## config.mk

```make
export PLATFORM = sky130hd
export DESIGN_NAME = knn_sort_ctrl
export DESIGN_NICKNAME = d
export VERILOG_FILES = /design/src/rtl/knn_sort_ctrl.sv
export SDC_FILE = /design/constraint.sdc
export NUM_CORES = 1
export LEC_CHECK = 0
export BUFFER_PORTS_ARGS = -buffer_cell sky130_fd_sc_hd__clkbuf_2
export CORE_AREA = 2 2 226 228
export CTS_BUF_LIST = sky130_fd_sc_hd__clkbuf_2
export CTS_CLUSTER_DIAMETER = 40
export DETAILED_ROUTE_END_ITERATION = 6
export DIE_AREA = 0 0 228 230
export GPL_TIMING_DRIVEN = 0
export SLEW_MARGIN = 20
export SYNTH_ARGS = -nofsm -noshare
export SYNTH_HDL_FRONTEND = slang
export SYNTH_SLANG_ARGS = --single-unit
```

## constraint.sdc

```tcl
create_clock -name clk -period 2.09 [get_ports clk]
set_clock_uncertainty 0.05 [all_clocks]
set_input_delay 0.1045 -clock clk [delete_from_list [all_inputs] [get_ports clk]]
set_output_delay 0.1045 -clock clk [all_outputs]
set_load 0.05 [all_outputs]
```

## src/rtl/knn_sort_ctrl.sv

```systemverilog
// Sequencing controller for the KNN sorter: loads N pairs into a holding bank,
// lets the combinational sorter settle, captures the K nearest and streams them out.
module knn_sort_ctrl #(
  parameter int N      = 8,
  parameter int W      = 16,
  parameter int K      = 3,
  parameter int SETTLE = 2,
  localparam int RW    = (K > 1) ? $clog2(K) : 1
) (
  input  logic                  clk,
  input  logic                  rst_n,
  input  logic                  flush,
  input  logic                  in_valid,
  output logic                  in_ready,
  input  logic [W-1:0]          in_distance,
  input  logic [W-1:0]          in_type,
  output logic [0:N-1][W-1:0]   srt_dist,
  output logic [0:N-1][W-1:0]   srt_type,
  input  logic [0:N-1][W-1:0]   srt_dist_sorted,
  input  logic [0:N-1][W-1:0]   srt_type_sorted,
  output logic                  out_valid,
  input  logic                  out_ready,
  output logic [W-1:0]          out_distance,
  output logic [W-1:0]          out_type,
  output logic [RW-1:0]         out_rank,
  output logic                  out_last,
  output logic                  busy
);

  localparam int LW = $clog2(N);
  localparam int SW = (SETTLE > 1) ? $clog2(SETTLE) : 1;

  typedef enum logic [1:0] {S_LOAD, S_SETTLE, S_CAPTURE, S_EMIT} state_t;

  state_t               state_q, state_d;
  logic [LW-1:0]        load_cnt_q, load_cnt_d;
  logic [SW-1:0]        settle_cnt_q, settle_cnt_d;
  logic [RW-1:0]        emit_cnt_q, emit_cnt_d;
  logic                 out_valid_q, out_valid_d;
  logic [0:N-1][W-1:0]  bank_dist_q, bank_dist_d;
  logic [0:N-1][W-1:0]  bank_type_q, bank_type_d;
  logic [0:K-1][W-1:0]  res_dist_q, res_dist_d;
  logic [0:K-1][W-1:0]  res_type_q, res_type_d;

  // Only the first K sorted entries are consumed; the rest are intentionally ignored.
  logic unused_sorted;
  assign unused_sorted = ^{srt_dist_sorted, srt_type_sorted};

  always_comb begin
    state_d      = state_q;
    load_cnt_d   = load_cnt_q;
    settle_cnt_d = settle_cnt_q;
    emit_cnt_d   = emit_cnt_q;
    out_valid_d  = out_valid_q;
    bank_dist_d  = bank_dist_q;
    bank_type_d  = bank_type_q;
    res_dist_d   = res_dist_q;
    res_type_d   = res_type_q;
    case (state_q)
      S_LOAD: begin
        if (in_valid) begin
          bank_dist_d[load_cnt_q] = in_distance;
          bank_type_d[load_cnt_q] = in_type;
          if (load_cnt_q == LW'(N-1)) begin
            state_d      = S_SETTLE;
            load_cnt_d   = '0;
            settle_cnt_d = '0;
          end else begin
            load_cnt_d = load_cnt_q + LW'(1);
          end
        end
      end
      S_SETTLE: begin
        if (settle_cnt_q == SW'(SETTLE-1)) begin
          state_d      = S_CAPTURE;
          settle_cnt_d = '0;
        end else begin
          settle_cnt_d = settle_cnt_q + SW'(1);
        end
      end
      S_CAPTURE: begin
        for (int k = 0; k < K; k++) begin
          res_dist_d[k] = srt_dist_sorted[k];
          res_type_d[k] = srt_type_sorted[k];
        end
        emit_cnt_d  = '0;
        out_valid_d = 1'b1;
        state_d     = S_EMIT;
      end
      S_EMIT: begin
        if (out_ready) begin
          if (emit_cnt_q == RW'(K-1)) begin
            state_d     = S_LOAD;
            out_valid_d = 1'b0;
            emit_cnt_d  = '0;
            load_cnt_d  = '0;
          end else begin
            emit_cnt_d = emit_cnt_q + RW'(1);
          end
        end
      end
      default: state_d = S_LOAD;
    endcase
    // Abort wins over any same-cycle handshake: the pair is dropped, the entry not consumed.
    if (flush) begin
      state_d      = S_LOAD;
      load_cnt_d   = '0;
      settle_cnt_d = '0;
      emit_cnt_d   = '0;
      out_valid_d  = 1'b0;
      bank_dist_d  = bank_dist_q;
      bank_type_d  = bank_type_q;
      res_dist_d   = res_dist_q;
      res_type_d   = res_type_q;
    end
  end

  always_ff @(posedge clk or negedge rst_n) begin
    if (!rst_n) begin
      state_q      <= S_LOAD;
      load_cnt_q   <= '0;
      settle_cnt_q <= '0;
      emit_cnt_q   <= '0;
      out_valid_q  <= 1'b0;
      bank_dist_q  <= '0;
      bank_type_q  <= '0;
      res_dist_q   <= '0;
      res_type_q   <= '0;
    end else begin
      state_q      <= state_d;
      load_cnt_q   <= load_cnt_d;
      settle_cnt_q <= settle_cnt_d;
      emit_cnt_q   <= emit_cnt_d;
      out_valid_q  <= out_valid_d;
      bank_dist_q  <= bank_dist_d;
      bank_type_q  <= bank_type_d;
      res_dist_q   <= res_dist_d;
      res_type_q   <= res_type_d;
    end
  end

  assign in_ready     = (state_q == S_LOAD);
  assign busy         = (state_q != S_LOAD);
  assign srt_dist     = bank_dist_q;
  assign srt_type     = bank_type_q;
  assign out_valid    = out_valid_q;
  assign out_distance = res_dist_q[emit_cnt_q];
  assign out_type     = res_type_q[emit_cnt_q];
  assign out_rank     = emit_cnt_q;
  assign out_last     = out_valid_q && (emit_cnt_q == RW'(K-1));

endmodule
```

After elaboration in Yosys (flattened, before gate mapping):

Cells that the tools add are included.

* output and inout bits: 294
* bits of input ports: 293
* bits in registers: 361
* word-level logic and storage cells: 96

* equal/unequal tests: 10
* magnitude comparators: 3
* add/subtract/negate cells: 3
* mux-type cells: 36
* reduce and logical (&&, ||, !) cells: 14
* bitwise logic cells: 3

Operators with widths (count)
* 128-bit bitwise mux: 2
* 16-bit 2-to-1 mux: 5
* 16-bit binary-select mux with 2-bit select: 2
* 16-bit demux with 3-bit select: 1
* 2-bit 2-to-1 mux: 9
* 3-bit 2-to-1 mux: 5
* 3-bit inequality test, second input constant: 4
* 3-bit AND reduction: 3
* 3-bit nonzero test: 3
* 2-bit case mux with 4 select lines: 1
* 1-bit 2-to-1 mux: 7
* 2-bit equality test, second input constant: 3
* 3-bit case mux with 2 select lines: 1
* 5-bit AND reduction: 1
* 4-bit >= comparator, second input constant: 1
* 4-bit by 1-bit less-than comparator with 1-bit output, second input constant: 1
* 3-bit NOT with 4-bit output: 1
* 1-bit case mux with 2 select lines: 2
* 2-bit case mux with 2 select lines: 1
* 2-bit AND reduction: 2
* 4-bit AND reduction: 1
* 3-bit by 1-bit adder with 3-bit output, second input constant: 1
* 3-bit equality test, second input constant: 1
* 3-bit >= comparator, second input constant: 1
* other kinds (9): 10

Logic depth before layout (Yosys ltp):

Gate-level depths: netlist of the first run.

* depth after elaboration: 6
* mapped depth: 7
* mapped depth without buffers: 5

Worst setup path after synthesis of the first run:

OpenSTA, ideal clock, no wires.

* kind: reg-to-output
* start point: reg emit_cnt_q[1] (netlist: out_rank[1])
* end point: out out_distance[0]
* path buffers: 2
* arrival: 2.394 ns
* setup slack: -0.459 ns
* stages on the path, launching flop included: 5
* data required time: 1.936 ns
* path through: dfrtp_1 buf_2 buf_2 mux2i_1 o21ai_0

* longest elaborated chain between the ends: 4

RTL lines
* from (decl): line 38 `logic [RW-1:0] emit_cnt_q, emit_cnt_d;`
* from (signal assigned): line 133 `emit_cnt_q <= emit_cnt_d;`
* 2-bit NOT with 3-bit output (not written as such): line 147 `assign out_distance = res_dist_q[emit_cnt_q];`
* 16-bit binary-select mux with 2-bit select: line 147
* 16-bit 2-to-1 mux (not written as such) (2 in series): line 147
* to (decl): line 23 `output logic [W-1:0] out_distance,`

No other way between the ends. The select of a mux whose other input is x is not followed.

Final worst setup path of the first run:

Ends and elaborated chain as after synthesis.

==> flow_summary.toml, run 1 <==
[status]
outcome = "finished, violations left"
violations = "negative setup slack"

[drt]
first_iter_violations = 413
viasPerCell = 4.51
drt-pass1-iter-count = 4
drc_errors = 0
wire_per_inst_um = 19.7
ant_nets = 0
vias = 11300
wl_um = 49400

[critical_path]
required_ns = 1.94
r2r_setup_slack_ns = -0.08
cp_max_fo = 10
end_kind = "output port"
crit_slowest_cell = "dfrtp_1"
cpPeakStageDelay_ns = 0.42
r2r.worst_path.cells = 8
cp.arrival_ns = 2.39
path_buf_inv = 3
cp.depth = 5
worstPathCellList = "buf_6, buf_12, mux2i_4, o21ai_2, buf_8"
critPathTopFamily = "buffers and inverters"
worst_setup_path_start_kind = "flop"
crit_type = "reg2out"

[yosys]
synthTopCellsByArea = "dfrtp_1, mux2_2, mux2_4, mux2i_1, buf_6"
yosys.area.top_type = "dfrtp_1"
synth-edff-count = 0
ys.flop_type = "dfrtp_1"
yosysWarnings = 0
syn_avg_cell_area_um2 = 15.8
synthesis.nets = 1227
syn_inst = 927
synthDistinctLibCells = 35
ys_seq_area_share_pct = 61.8
synth_top_area_share_pct = 61.8
synth-seq-cells = 361
syn_area_um2 = 14600
async_flop_share_pct = 100

[floorplanning]
core_area_um2 = 49900
die_x_um = 228
rows = 82
die_h_um = 230
fp.dieArea_um2 = 52400
num_io_pins = 587
start_util_pct = 29.3

[placed_design]
port_buffers = 426
post-dp-hpwl_um = 30200
placed_cells = 2029
place_congestion = 0.799

[clock_tree]
cts_tree = "yes"
root_buffer = "clkbuf_2"
path_clk_slew_ns = 0.10
cts.sinks = 361
cts_htree_levels = 3
clock_latency_ns = 1.05
cts_buffers = 98
clock_path_buffers = 3

[global_routing]
grtUsageMet1_pct = 20.7
grt.met2_usage_pct = 30.3
grt-ovfl-total = 0
antenna_found_initial = 2
grt_pass1_vias = 12000
grt_most_used_layer = "met2"
grt_util_met3_pct = 5.94
grt_max_degree = 90
grt_util_all_layers_pct = 17.9
grt_pass1_wl_um = 72000

[sta]
rsz0062_at_grt = "yes"
layout_setup_ws_ns = -0.452
tns_ns = -13.74
min_period_ns = 2.54
hold_viol = 0
fmax_ghz = 0.393
holdWs_ns = 0.308
slew_viol_final = 0
tightest_slew_ns = 0.518
setup_viol = 92
period_share_pct = 122
relSlewSlack_pct = 65.3

[run]
drv_cap = 0

[final_layout]
multiInputGateArea_um2 = 5780
area_growth_pct = 58.3
final_common_cell = "clkbuf_2"
utilization_pct = 46.4
drive_above_1_share_pct = 59.5
mostFrequentLayoutCells = "clkbuf_2, dfrtp_1, dlygate4sd3_1, mux2_2, mux2_4"
layout.cells.non_filler = 2507
finalNetCount = 2054
regArea_um2 = 9030
fillers = 4432

[min_path]
hp-class = "in2reg"
holdPathStages = 4

[pwr]
leakagePower_nw = 11.6
peakVddDrop_mv = 0.620
power_density_nw_per_um2 = 1210
power.total_mw = 28.0
## layer usage
layer / vias up / part of all wire, % / wire length (um)
met2: 453 / 50 / 24600
met1: 5710 / 40 / 19900
met3: 114 / 7.0 / 3480
met4: 0 / 2.9 / 1440
met5: - / 0 / 0
li1: 5030 / - / -
## cell type report
cell class | count | area share [%]
sequential | 361 | 39.0
inverter | 4 | 0.0649
clock buffer | 146 | 3.16
clock inverter | 33 | 1.05
multi-input combinational | 509 | 25.0
antenna | 2 | 0.0216
timing repair buffer | 728 | 25.1
tap | 672 | 3.63
buffer | 52 | 2.95
## cell usage after synthesis, drive strengths merged (4+ instances only)
library cell and instances:
nand2 38, nand3 5, nand2b 4, nand3b 4
mux2 353, dfrtp 361, nor2 8, inv 4
buf 42, clkbuf 11, o21ai 33, ha 7
nor2b 4, mux2i 34
## cells by family after synthesis
family          Yosys count  synth area share, %
mux                     387                 30.3
flops                   361                 61.8
fa+ha+maj                 7                0.599
simple gates             72                 2.80
buf+inv                  57                 2.84
compound gates           43                 1.65
## per-stage QoR
| stage | setup slack [ns] | cell area, um2 |
|---|---|---|
| 2_1_floorplan | -0.181 | 14700 |
| 3_3_place_gp | -7.13 | 17700 |
| 3_5_place_dp | -0.395 | 17800 |
| 4_1_cts | -0.619 | 22200 |
| 5_1_grt | -0.658 | 23100 |
| 6_report | -0.452 | 23100 |
## path summary, 6_finish.rpt
check | from | endpoint
max in group asynchronous | rst_n | res_dist_q[11]
worst min register to register | srt_dist[109] | srt_dist[109]
min in group asynchronous | rst_n | srt_type[14]
worst min-delay path | srt_type_sorted[115] | res_type_q[35]
worst max register to register | state_q[0] | srt_type[17]
worst max-delay path | out_rank[1] | out_distance[0]
## what timing repair did
| action | 4_1_cts | 5_1_grt |
|---|---|---|
| gates cloned | 0 | 11 |
| buffers inserted | 12 | 9 |
| endpoints found under the hold margin | 722 | 0 |
| pin swaps | 4 | 4 |
| resized for setup | 162 | 174 |
| endpoints found under the setup margin | 318 | 190 |
| hold buffers | 266 | 0 |
## power by group
| group | internal, mW | switching, mW | leakage [nW] | total (mW) |
|---|---|---|---|---|
| Sequential | 9.00 | 1.23 | 4.83 | 10.2 |
| Combinational | 4.04 | 8.32 | 6.09 | 12.4 |
| Clock | 2.37 | 3.09 | 0.718 | 5.46 |
| Total | 15.4 | 12.6 | 11.6 | 28.0 |
## worst register-to-register path, cell delays in order (launching register included)
cell and delay (ns):
dfrtp_1 0.41, inv_2 0.12, ha_4 0.17, buf_6 0.09
and4bb_4 0.31, and3_4 0.22, buf_12 0.16, clkbuf_16 0.19
mux2_4 0.30
## state kept, by name (all words and copies together) (netlist names)
signal / count
load_cnt_q: 3
out_rank: 2
out_valid: 1
res_dist_q: 48
res_type_q: 48
settle_cnt_q: 1
srt_dist: 128
srt_type: 128
state_q: 2
Note: power is estimated with default switching activity, not from simulation.
==> run 2: changes to the inputs <==
--- a/config.mk
+++ b/config.mk
@@ -11,7 +11,6 @@
 export CTS_CLUSTER_DIAMETER = 40
 export DETAILED_ROUTE_END_ITERATION = 6
 export DIE_AREA = 0 0 228 230
-export GPL_TIMING_DRIVEN = 0
 export SLEW_MARGIN = 20
 export SYNTH_ARGS = -nofsm -noshare
 export SYNTH_HDL_FRONTEND = slang
==> flow_summary.toml, run 2 (same netlist as run 1, synthesis figures left out) <==
[critical_path]
r2r-start = "out_rank[1]"
required_ns = 1.94
worst_setup_path_start_kind = "flop"
cp.arrival_ns = 2.27
crit_type = "reg2out"
cp_max_fo = 16
end_kind = "output port"
cp-startpoint = "out_rank[1]"

[placed_design]
port_buffers = 426
place_congestion = 0.784
post-dp-hpwl_um = 28700
placed_cells = 2017

[final_layout]
layout.cells.non_filler = 2477
final_common_cell = "clkbuf_2"
finalNetCount = 2033
regArea_um2 = 9040
drive_above_1_share_pct = 57.7
multiInputGateArea_um2 = 5420
fillers = 4524
utilization_pct = 45.2
area_growth_pct = 54.1
mostFrequentLayoutCells = "clkbuf_2, dfrtp_1, mux2_2, dlygate4sd3_1, buf_12"

[run]
drv_cap = 0

[sta]
slew_viol_final = 0
fmax_ghz = 0.412
layout_setup_ws_ns = -0.336
min_period_ns = 2.43
rsz0062_at_grt = "yes"
relSlewSlack_pct = 58.8
period_share_pct = 116
setup_viol = 34
tightest_slew_ns = 0.617
holdWs_ns = 0.256
hold_viol = 0

[pwr]
power.total_mw = 27.5
internal_power_mw = 15.1
pwr-share-seq_pct = 36.9
peakVddDrop_mv = 0.637
pwr-share-clk_pct = 19.1
leakagePower_nw = 11.3
swShare_pct = 44.8
switchingPower_mw = 12.3
power_density_nw_per_um2 = 1220
power.share.combinational_pct = 44.0

[drt]
wire_per_inst_um = 18.9
vias = 11100
wl_um = 46900
drt-pass1-iter-count = 4
drc_errors = 0
ant_nets = 0
viasPerCell = 4.47
first_iter_violations = 321

[global_routing]
grt-ovfl-total = 0
grt_max_degree = 64
antenna_found_initial = 2
grt_util_all_layers_pct = 17.5
grt_pass1_wl_um = 71000
grt_pass1_vias = 12300

[floorplanning]
num_io_pins = 587
rows = 82
start_util_pct = 29.3
core_area_um2 = 49900
die_x_um = 228
fp.dieArea_um2 = 52400
die_h_um = 230

[clock_tree]
cts_tree = "yes"
cts_htree_levels = 3
cts.sinks = 361
clock_latency_ns = 0.97
path_clk_slew_ns = 0.10
clock_path_buffers = 3
cts_buffers = 97
root_buffer = "clkbuf_2"

[status]
outcome = "finished, violations left"
violations = "negative setup slack"

[min_path]
min_from = "in_valid"
hp-class = "in2reg"
run 2: cell type report:
type	instances	area share, %
flip-flops and latches	361	40.1
repair buffers	760	27.9
diodes	2	0.0222
well taps	672	3.73
inverters	4	0.0667
clock inverters	29	1.01
multi-input cells	509	24.1
clock buffers	140	3.11
run 2: power groups by stage:
| stage | Combinational [mW] | Clock (mW) | Sequential (mW) |
|---|---|---|---|
| detailed placement | 11.3 | 0 | 10.2 |
| floorplan | 3.09 | 0 | 15.1 |
| global route | 12.6 | 5.88 | 10.4 |
| finish | 12.1 | 5.23 | 10.1 |
| CTS | 12.0 | 5.48 | 10.1 |
| global placement | 11.2 | 0 | 10.1 |
run 2: final timing paths:
kind	to	slack, ns	cells after the start
max	out_type[7]	-0.34	4
min in group asynchronous	srt_type[30]	0.73	4
min reg2reg	srt_type[69]	0.44	1
max in group asynchronous	res_dist_q[14]	0.49	5
min	load_cnt_q[2]	0.26	5
max reg2reg	load_cnt_q[1]	0.05	6
run 2: layer usage:
layer / track usage (%) / part of all wire (%) / up-vias
met5: 0 / 0 / -
met4: 7.13 / 2.3 / 0
met3: 5.39 / 7.0 / 76
met2: 30.5 / 51 / 410
met1: 20.1 / 40 / 5627
li1: - / - / 4967
run 2: critical path, stage by stage, from the launching register on:
cell	delay [ns]
dfrtp_2	0.49
buf_16	0.20
mux2i_4	0.21
o21ai_2	0.22
buf_12	0.17
run 2: what timing repair did:
| action | 4_1_cts | 5_1_grt |
|---|---|---|
| buffers inserted | 6 | 11 |
| gates cloned | 1 | 5 |
| resized for setup | 96 | 46 |
| hold endpoints to repair | 722 | 0 |
| hold buffers | 267 | 0 |
| setup endpoints to repair | 66 | 130 |
| pin swaps | 2 | 5 |
run 2: through the flow:
stage	cell area (um2)	TNS, ns	setup WS (ns)
after global routing	22500	-17.96	-0.580
after global placement	18100	0	0.0299
after detailed placement	18100	-0.0762	-0.0119
final	22500	-9.33	-0.336
after CTS	22100	-18.29	-0.586
after floorplan	14700	-1.43	-0.181
==> run 3: changes to the inputs <==
--- a/config.mk
+++ b/config.mk
@@ -11,6 +11,7 @@
 export CTS_CLUSTER_DIAMETER = 40
 export DETAILED_ROUTE_END_ITERATION = 6
 export DIE_AREA = 0 0 228 230
+export HOLD_SLACK_MARGIN = 0.06
 export SLEW_MARGIN = 20
 export SYNTH_ARGS = -nofsm -noshare
 export SYNTH_HDL_FRONTEND = slang
==> constraint.sdc (replaced) <==
create_clock -name clk -period 2.1 [get_ports clk]
set_clock_uncertainty 0.05 [all_clocks]
set_input_delay 0.105 -clock clk [delete_from_list [all_inputs] [get_ports clk]]
set_output_delay 0.105 -clock clk [all_outputs]
set_load 0.05 [all_outputs]
==> flow_summary.toml, run 3 (same netlist as run 1, synthesis figures left out) <==
[sta]
rsz0062_at_grt = "yes"
setup_viol = 37
tightest_slew_ns = 0.606
holdWs_ns = 0.298
fmax_ghz = 0.399
layout_setup_ws_ns = -0.406
hold_viol = 0
tns_ns = -11.76
relSlewSlack_pct = 59.6
min_period_ns = 2.51
slew_viol_final = 0
period_share_pct = 119

[critical_path]
worst_setup_path_start_kind = "flop"
required_ns = 1.95
worstPathCellList = "buf_6, mux2i_2, o21ai_2, buf_12"
cp_max_fo = 16
end_kind = "output port"
cpPeakStageDelay_ns = 0.44
cp-startpoint = "out_rank[1]"
crit_type = "reg2out"
cp.arrival_ns = 2.35
r2r-start = "state_q[0]"
crit_slowest_cell = "dfrtp_2"

[floorplanning]
rows = 82
fp.dieArea_um2 = 52400
die_x_um = 228
die_h_um = 230
num_io_pins = 587
core_area_um2 = 49900
start_util_pct = 29.3

[pwr]
leakagePower_nw = 11.6
peakVddDrop_mv = 0.667
power_density_nw_per_um2 = 1210
power.total_mw = 27.7

[clock_tree]
cts_buffers = 101
path_clk_slew_ns = 0.09
cts_htree_levels = 3
root_buffer = "clkbuf_2"
cts.sinks = 361
clock_latency_ns = 1.03
clock_path_buffers = 3
cts_tree = "yes"

[final_layout]
design_area_um2 = 22900
layout.cells.non_filler = 2499
utilization_pct = 45.9
finalNetCount = 2054
final_common_cell = "clkbuf_2"
area_growth_pct = 56.7
mostFrequentLayoutCells = "clkbuf_2, dfrtp_1, mux2_2, dlygate4sd3_1, buf_12"
drive_above_1_share_pct = 59.2

[run]
drv_cap = 0

[global_routing]
grt_pass1_wl_um = 70700
grt_pass1_vias = 12300
grt_util_all_layers_pct = 17.5
grt_max_degree = 64
grt-ovfl-total = 0
antenna_found_initial = 2

[drt]
wl_um = 48000
drc_errors = 0
vias = 11200
first_iter_violations = 349
viasPerCell = 4.48
wire_per_inst_um = 19.2
ant_nets = 0
drt-pass1-iter-count = 4

[placed_design]
place_congestion = 0.786
placed_cells = 2016
dp_worst_setup_slack_ns = -0.0118
port_buffers = 426
post-dp-hpwl_um = 28900
placed_area_um2 = 18100

[min_path]
min_from = "flush"
hp-class = "in2reg"

[status]
outcome = "finished, violations left"
violations = "negative setup slack"
-- run 3: changes by cell type in the layout (fill, tap and decap cells not counted), sizes merged --
cell	previous run	this run
buf	85	103
clkbuf	548	552
-- run 3: per-layer routing --
layer | vias up | GRT usage (%) | share of wire, %
met1 | 5660 | 19.5 | 39
met2 | 436 | 30.3 | 51
li1 | 5002 | - | -
met5 | - | 0 | 0
met4 | 0 | 7.86 | 3.0
met3 | 102 | 6.05 | 7.2
-- run 3: area by class of cell --
cell class / count / area (um2)
Tap cell: 672 / 841
Antenna cell: 2 / 5.00
Timing Repair Buffer: 777 / 6570
Sequential cell: 361 / 9040
Fill cell: 4469 / 27000
Multi-Input combinational cell: 509 / 5480
Clock inverter: 29 / 231
Clock buffer: 145 / 726
Inverter: 4 / 15.0
-- run 3: final timing paths --
path,to,slack (ns),depth (start not counted)
setup / recovery,out_type[5],-0.41,4
min in group asynchronous,srt_type[30],0.67,4
hold reg to reg,srt_type[79],0.45,1
hold / removal,srt_dist[94],0.30,5
setup reg to reg,srt_type[31],0.05,7
max in group asynchronous,res_type_q[17],0.56,5
-- run 3: critical path: cells and delay by family (launching register included) --
kind,cells,cell delay [ns]
AOI/OAI and AO/OA,1,0.10
buffers and inverters,2,0.44
muxes,1,0.33
DFF,1,0.44
-- run 3: where the power goes --
part / leakage (nW) / internal (mW) / switching, mW
sequential: 4.82 / 8.96 / 1.17
combinational: 6.07 / 3.97 / 8.19
clock: 0.727 / 2.35 / 3.06
-- run 3: timing repair --
item,4_1_cts,5_1_grt
setup buffers,8,21
hold buffers,267,0
resized for setup,125,68
endpoints found under the hold margin,722,0
cloned,1,11
endpoints found under the setup margin,128,95
pin swaps,3,7
